<file path="config.mk">
export PLATFORM = sky130hd
export DESIGN_NAME = stall_controller
export DESIGN_NICKNAME = d
export VERILOG_FILES = /design/src/rtl/stall_controller.sv
export SDC_FILE = /design/constraint.sdc
export NUM_CORES = 1
export LEC_CHECK = 0
export CORE_UTILIZATION = 32
export DETAILED_ROUTE_END_ITERATION = 7
export PLACE_DENSITY = 0.85
export RECOVER_POWER = 50
export SKIP_LAST_GASP = 1
export SYNTH_ARGS = -nofsm -noshare
export SYNTH_HDL_FRONTEND = slang
export SYNTH_SLANG_ARGS = --single-unit
</file>
<file path="constraint.sdc">
create_clock -name clock -period 4.8 [get_ports clock]
set_input_delay 0.72 -clock clock [delete_from_list [all_inputs] [get_ports clock]]
set_output_delay 0.72 -clock clock [all_outputs]
set_load 0.01 [all_outputs]
</file>
<file path="src/rtl/stall_controller.sv">
// Pipeline hazard controller: load-use interlock, branch flush, and the
// multdiv start/wait/done handshake with a sticky timeout flag.
//
// state    | meaning
// ---------+-------------------------------------------------------------
// IDLE     | normal flow; flush, mul/div launch or load-use interlock
// MD_START | one-cycle multdiv start pulse, pipeline frozen
// MD_WAIT  | waiting for md_rdy or timeout, pipeline frozen
// MD_DONE  | result steered from multdiv into X, pipeline released
module stall_controller (
  input  logic        clock,
  input  logic        reset,
  input  logic [31:0] fd_insn,
  input  logic [31:0] dx_insn,
  input  logic        flush_req,
  input  logic        md_rdy,
  output logic        stall_pc,
  output logic        stall_fd,
  output logic        stall_dx,
  output logic        bubble_dx,
  output logic        bubble_xm,
  output logic        flush_fd,
  output logic        flush_dx,
  output logic        md_start,
  output logic        md_is_div,
  output logic        md_result_sel,
  output logic        md_error
);

  typedef enum logic [1:0] {
    IDLE     = 2'd0,
    MD_START = 2'd1,
    MD_WAIT  = 2'd2,
    MD_DONE  = 2'd3
  } state_t;

  localparam logic [4:0] OP_ALU  = 5'b00000;
  localparam logic [4:0] OP_LW   = 5'b01000;
  localparam logic [4:0] ALU_MUL = 5'b00110;
  localparam logic [4:0] ALU_DIV = 5'b00111;

  state_t     state;
  logic [5:0] wait_cnt;

  logic [4:0] dx_op, dx_rd, dx_alu;
  logic [4:0] fd_op, fd_rd, fd_rs, fd_rt;
  logic       is_md, is_div, load_use;
  logic       rs_reader, rt_reader, rd_reader;
  logic       unused_bits;

  assign dx_op  = dx_insn[31:27];
  assign dx_rd  = dx_insn[26:22];
  assign dx_alu = dx_insn[6:2];
  assign fd_op  = fd_insn[31:27];
  assign fd_rd  = fd_insn[26:22];
  assign fd_rs  = fd_insn[21:17];
  assign fd_rt  = fd_insn[16:12];

  assign unused_bits = ^{dx_insn[21:7], dx_insn[1:0], fd_insn[11:0]};

  assign is_div = (dx_op == OP_ALU) && (dx_alu == ALU_DIV);
  assign is_md  = (dx_op == OP_ALU) && ((dx_alu == ALU_MUL) || (dx_alu == ALU_DIV));

  // Which F/D opcodes actually read rs, rt, or (for branches/stores-by-rd) rd
  always_comb begin
    rs_reader = 1'b0;
    rt_reader = 1'b0;
    rd_reader = 1'b0;
    case (fd_op)
      5'b00000: begin rs_reader = 1'b1; rt_reader = 1'b1; end
      5'b00101, 5'b01000, 5'b00111: rs_reader = 1'b1;
      5'b00010, 5'b00110: begin rs_reader = 1'b1; rd_reader = 1'b1; end
      5'b00100: rd_reader = 1'b1;
      default: ;
    endcase
  end

  assign load_use = (dx_op == OP_LW) && (dx_rd != 5'd0) &&
                    ((rs_reader && (fd_rs == dx_rd)) ||
                     (rt_reader && (fd_rt == dx_rd)) ||
                     (rd_reader && (fd_rd == dx_rd)));

  always_ff @(posedge clock) begin
    if (reset) begin
      state     <= IDLE;
      wait_cnt  <= 6'd0;
      md_start  <= 1'b0;
      md_is_div <= 1'b0;
      md_error  <= 1'b0;
    end else begin
      md_start <= 1'b0;
      case (state)
        IDLE: begin
          if (!flush_req && is_md) begin
            state     <= MD_START;
            md_start  <= 1'b1;
            md_is_div <= is_div;
          end
        end
        MD_START: begin
          wait_cnt <= 6'd0;
          state    <= MD_WAIT;
        end
        MD_WAIT: begin
          wait_cnt <= wait_cnt + 6'd1;
          if (md_rdy) begin
            state <= MD_DONE;
          end else if (wait_cnt == 6'd63) begin
            md_error <= 1'b1;
            state    <= MD_DONE;
          end
        end
        MD_DONE: state <= IDLE;
        default: state <= IDLE;
      endcase
    end
  end

  always_comb begin
    stall_pc      = 1'b0;
    stall_fd      = 1'b0;
    stall_dx      = 1'b0;
    bubble_dx     = 1'b0;
    bubble_xm     = 1'b0;
    flush_fd      = 1'b0;
    flush_dx      = 1'b0;
    md_result_sel = 1'b0;
    case (state)
      IDLE: begin
        if (flush_req) begin
          flush_fd = 1'b1;
          flush_dx = 1'b1;
        end else if (is_md) begin
          stall_pc  = 1'b1;
          stall_fd  = 1'b1;
          stall_dx  = 1'b1;
          bubble_xm = 1'b1;
        end else if (load_use) begin
          stall_pc  = 1'b1;
          stall_fd  = 1'b1;
          bubble_dx = 1'b1;
        end
      end
      MD_START, MD_WAIT: begin
        stall_pc  = 1'b1;
        stall_fd  = 1'b1;
        stall_dx  = 1'b1;
        bubble_xm = 1'b1;
      end
      MD_DONE: md_result_sel = 1'b1;
      default: ;
    endcase
  end

endmodule

</file>
# Word-level counts from Yosys, hierarchy flattened
# Index checks and enable logic that the tools add are counted.
dict set report word_totals {
  regBits 11
  inputBits 68
  word_cells 72
}
dict set report classes {
  n_addsub 1
  eq_ne 18
  muxes 22
  n_bitwise 2
  n_reduce_logical 24
}
# op n
set op_table {}
lappend op_table {{$eq A5 B3 Y1 const B} 6}
lappend op_table {{$eq A5 B5 Y1} 3}
lappend op_table {{$mux W1} 15}
lappend op_table {{$pmux W6 S2} 1}
lappend op_table {{$eq A5 B4 Y1 const B} 2}
lappend op_table {{$logic_not A5 Y1} 2}
lappend op_table {{$logic_and A1 B1 Y1} 8}
lappend op_table {{$pmux W2 S4} 1}
lappend op_table {{$add A6 B1 Y6 const B} 1}
lappend op_table {{$eq A6 B6 Y1 const B} 1}
lappend op_table {{$mux W2} 3}
lappend op_table {{$reduce_or A6 Y1} 1}
lappend op_table {{$eq A5 B2 Y1 const B} 1}
lappend op_table {{$reduce_bool A5 Y1} 1}
lappend op_table {{$eq A2 B2 Y1 const B} 2}
lappend op_table {{$pmux W1 S2} 2}
lappend op_table {{$reduce_and A2 Y1} 2}
lappend op_table {{$reduce_or A2 Y1} 2}
lappend op_table {{$logic_or A1 B1 Y1} 3}
lappend op_table {{$ne A3 B3 Y1 const B} 1}
lappend op_table {{$reduce_and A3 Y1} 1}
lappend op_table {{$reduce_or A3 Y1} 1}
lappend op_table {{$eq A2 B1 Y1 const B} 1}
lappend op_table {{$logic_not A2 Y1} 1}
lappend op_table {{4 further kinds} 5}

# Depth between registers and ports, before layout
dict set report depth {
  depth_word 11
  depth_mapped 7
}

# Worst setup path after synthesis
# No wires, ideal clock.
dict set report synth_path {
  path_type {input -> output}
  startpoint {input dx_insn[27]}
  endpoint {output stall_pc}
  arrival_time_ps 2155
  setup_slack_ps 1925
  stages 6
  n_path_buf 1
  cell_sequence {or4_4 nor2_2 nand3_1 a21oi_1 a21o_1 buf_4}
}
dict set report synth_via {
  elab_chain_len 7
  elab_cells_between_ends 9
  cone_classes {eq/ne: 1; mux: 4; reduce/logical: 4}
}
# item line
set synth_lines {}
lappend synth_lines {{from (decl)} 14} ;# input logic [31:0] dx_insn,
lappend synth_lines {{$eq A5 B4 Y1} 78} ;# assign load_use = (dx_op == OP_LW) && (dx_rd != 5'd0) &&
lappend synth_lines {{$logic_and A1 B1 Y1 (2 in series)} 78}
lappend synth_lines {{$mux W1} --}
lappend synth_lines {{$mux W1 (*) (2 in series)} --}
lappend synth_lines {{$pmux W1 S2 (*)} --}
lappend synth_lines {{to (decl)} 17} ;# output logic stall_pc,
# Every way passes the cells marked *; elsewhere a longest branch is shown, timed or not.

# Worst setup path after layout
dict set report layout_path {
  startpoint {input dx_insn[27]}
  endpoint {output stall_fd}
}
dict set report layout_via {
  elab_chain_len 7
  elab_cells_between_ends 9
  cone_classes {eq/ne: 1; mux: 4; reduce/logical: 4}
}
# item line
set layout_lines {}
lappend layout_lines {{$eq A5 B4 Y1} 78}
lappend layout_lines {{$logic_and A1 B1 Y1 (2 in series)} 78}
lappend layout_lines {{$mux W1} 138} ;# end else if (load_use) begin
lappend layout_lines {{$mux W1 (*)} 133} ;# end else if (is_md) begin
lappend layout_lines {{$mux W1 (*)} 130} ;# if (flush_req) begin
lappend layout_lines {{$pmux W1 S2 (*)} 128} ;# case (state)
lappend layout_lines {{to (decl)} 18} ;# output logic stall_fd,
# Marks and branches as above.

==> flow_summary_export.csv <==
group,metric,value,unit
global_route,first_global_vias,795,
timing,max_slew.worst_pin.slew,0.4538,ns
timing,setup_viol_count_final,0,
logic_synthesis,synth_sequential_area_ratio,0.2639,
timing,maxSlewViolCount,0,
timing,rsz0062_at_grt,"no",
timing,timing.setup.tns,0,ns
logic_synthesis,ys.warnings.count,0,
clock_network,hold_buffer_count_at_cts,0,
worst_setup_path,critical-path-max-stage-delay,0.54,ns
die,core-area,2477,um^2
place,portBuffers,49,
die,die_area,2816,um^2
layout,finalCoreUtilization,0.5485,
clock_network,cts_setup_buffers,0,
timing,post-route-period-util,0.7902,
worst_hold_path,hold_class,"reg -> reg",
worst_setup_path,cpMaxStageDelayCell,"clkdlybuf4s50_1",
global_route,grt_use_total,0.1538,
logic_synthesis,area_share_of_the_largest_cell_type_after_synthesis,0.2639,
timing,hold_viol,0,
global_route,first_pass_grt_wire_length,3187,um
detailed_routing,finalWirelength,2213,um
clock_network,cts.repair.resized,0,
worst_setup_path,class_of_the_most_critical_setup_path,"in -> out",
layout,final_layout_size_suffix_gt1_frac,0.06250,
timing,hold_slack,0.4865,ns
pwr,cellLeakagePower,0.5062,nW
pwr,max-vdd-ir-drop,0.1878,mV
worst_setup_path,worst_setup_path_end_kind,"output pin",
die,num_io_pins,79,
worst_setup_path,critical-path-top-cell-by-count,"clkdlybuf4s50_1",
layout,finalNonFillerCells,174,
detailed_routing,post_drt_wl_per_cell,12.72,um
logic_synthesis,synth_fp_nets,168,
detailed_routing,dr.pass1.iters,4,
die,initial_utilization,0.3369,
layout,antennaDiodeCount,0,
worst_setup_path,critPathRequiredTime,4.08,ns
logic_synthesis,seq_cells_post_synth,11,
logic_synthesis,postSynthCellCount,95,
timing,relSlewSlack,0.6969,
flow_run,cap_viol_max_count,0,
logic_synthesis,synth_area_per_cell,8.785,um^2
die,die_span_in_x,53.07,um
clock_network,cts_tree,"done",
timing,layout_min_cycle_time,3.793,ns
global_route,overflow,0,
logic_synthesis,count_of_unique_library_cells_instantiated_by_yosys,36,
outcome,run_status,"finished clean",
timing,clock-skew-final,0.003762,ns
detailed_routing,post_drt_via_cell_ratio,4.931,
clock_network,clockBufferDepth,2,
worst_setup_path,critPathMaxFanout,3,
pwr,finalPower,322.1,uW
timing,max_freq,263.7,MHz
pwr,power_per_unit_of_standard_cell_area,237.0,nW/um^2
logic_synthesis,synth_area_leader_cell,"dfxtp_1",
detailed_routing,detail-route-antenna-nets,0,
place,finalWeightedCongestion,0.7203,
detailed_routing,routed-via-count,858,
layout,layout-area-overhead-vs-synth,62.82,%
clock_network,numCtsBuffers,3,
die,chipHeight,53.07,um
detailed_routing,drtIter0Drc,4,
worst_setup_path,timing.critical_path.arrival,3.07,ns
clock_network,clk-insertion-delay-late,0.27,ns
place,placed_cells_incl_taps,170,
global_route,grt_antenna_before_repair,0,
clock_network,cts.reportedPaths.clkPinSlew,0.06,ns
worst_setup_path,crit_chain,"clkdlybuf4s50_1 -> or4_4 -> nor2_1 -> nand3_1 -> a21oi_1 -> a21o_1 -> clkdlybuf4s50_1",
logic_synthesis,netlist_top_cells_area,"dfxtp_1, xnor2_1, xor2_1",
die,core.rowCount,18,
detailed_routing,post-route-drc-count,0,
clock_network,number_of_clock_sinks,11,
worst_setup_path,startpoint_type,"input port",
clock_network,h-tree-depth,1,
clock_network,clock-root-buffer,"clkbuf_4",
place,dp.final_hpwl,1861,um
logic_synthesis,mappedNetlistArea,834.6,um^2
layout,finalNetCount,218,
global_route,grt_start_max_net_pins,8,
[placed cells by master, fill, tap and decap left out, drive strengths merged, types with 2 or more instances in the layout]
cell type	count
clkdlybuf4s50	45
mux2i	3
nand4	5
xnor2	10
dlygate4sd3	4
clkbuf	4
dfxtp	11
nor2	13
xor2	9
nand2	3
or4	2
nand3	2
inv	5
a21oi	3
ha	5
nor3	2
[final timing paths]
kind / startpoint / to / slack [ns] / depth (start not counted)
min reg2reg: md_error$_SDFFE_PP0P_ / md_error$_SDFFE_PP0P_ / 0.49 / 2
max: dx_insn[27] / stall_fd / 1.01 / 7
max reg2reg: state[1]$_SDFFE_PP0P_ / wait_cnt[5]$_SDFFE_PP0P_ / 3.16 / 5
min: md_error$_SDFFE_PP0P_ / md_error$_SDFFE_PP0P_ / 0.49 / 2
[flip-flops by register name, summed over array words and instances, names as in the netlist]
register   count
md_start       1
wait_cnt       6
md_is_div      1
md_error       1
state          2
[Yosys cell counts]
cell and count:
nor2b_1 1, a31oi_1 1, a41oi_1 1, ha_1 5, mux2i_1 3, and2_1 1, o2111a_1 1, dfxtp_1 11
buf_2 1, nand4_1 5, and3_1 1, a211oi_2 1, nor2_1 12, or2_1 1, xnor2_1 10, o21a_2 1
or3_1 1, o21bai_1 1, a22oi_4 1, xor2_1 9, nand4bb_1 1, nand3_1 2, o21ai_0 1, inv_1 5
nor2_2 1, nand2b_1 1, a2111oi_2 1, or4_4 1, nand2_2 1, or4_1 1, buf_4 3, nor3_1 2
nor4_1 1, a21o_1 1, a21oi_1 3, nand2_1 2
[final cells by class]
type	instances	area (um^2)
Clock buffer	4	26.28
Fill cell	237	1119
Inverter	5	18.77
Multi-Input combinational cell	75	565.5
Sequential cell	11	220.2
Tap cell	30	37.54
Timing Repair Buffer	49	490.5
[worst max-delay path, delay by kind of cell]
kind,cells,cell delay [ns]
AOI/OAI and AO/OA,2,0.42
and+or+nand+nor,3,0.99
buffers and inverters,2,0.94
[cells by family (layout without fill, tap and decap cells)]
| kind of cell | after synthesis | in the layout | share of synthesized area |
|---|---|---|---|
| simple gates | 35 | 35 | 0.2279 |
| xor+xnor | 19 | 19 | 0.1994 |
| compound gates | 13 | 13 | 0.1424 |
| flops | 11 | 11 | 0.2639 |
| buf+inv | 9 | 58 | 0.05547 |
| fa+ha+maj | 5 | 5 | 0.07496 |
| mux | 3 | 3 | 0.03598 |
[stage by stage]
step | cell area [um^2] | setup WS [ns]
after floorplan | 834.6 | 1.925
after global placement | 1335 | 1.059
after detailed placement | 1335 | 1.034
after CTS | 1361 | 1.022
after global routing | 1359 | 0.8984
final | 1359 | 1.007
[routing by layer]
layer,routed length (um),vias up,global-route usage,part of all wire
met5,0,-,0,0
met4,24,0,0.06579,0.011
met3,306,3,0.04885,0.14
met2,1030,43,0.2932,0.47
met1,852,382,0.1487,0.38
li1,-,430,-,-
[power by group]
group	internal, mW	leakage (nW)	switching, mW
Combinational	0.0888	0.402	0.0666
Clock	0.0322	0.0150	0.0310
Sequential	0.0979	0.0888	0.00559
Total	0.219	0.506	0.103
No activity file was read; power rests on OpenSTA's default activity.
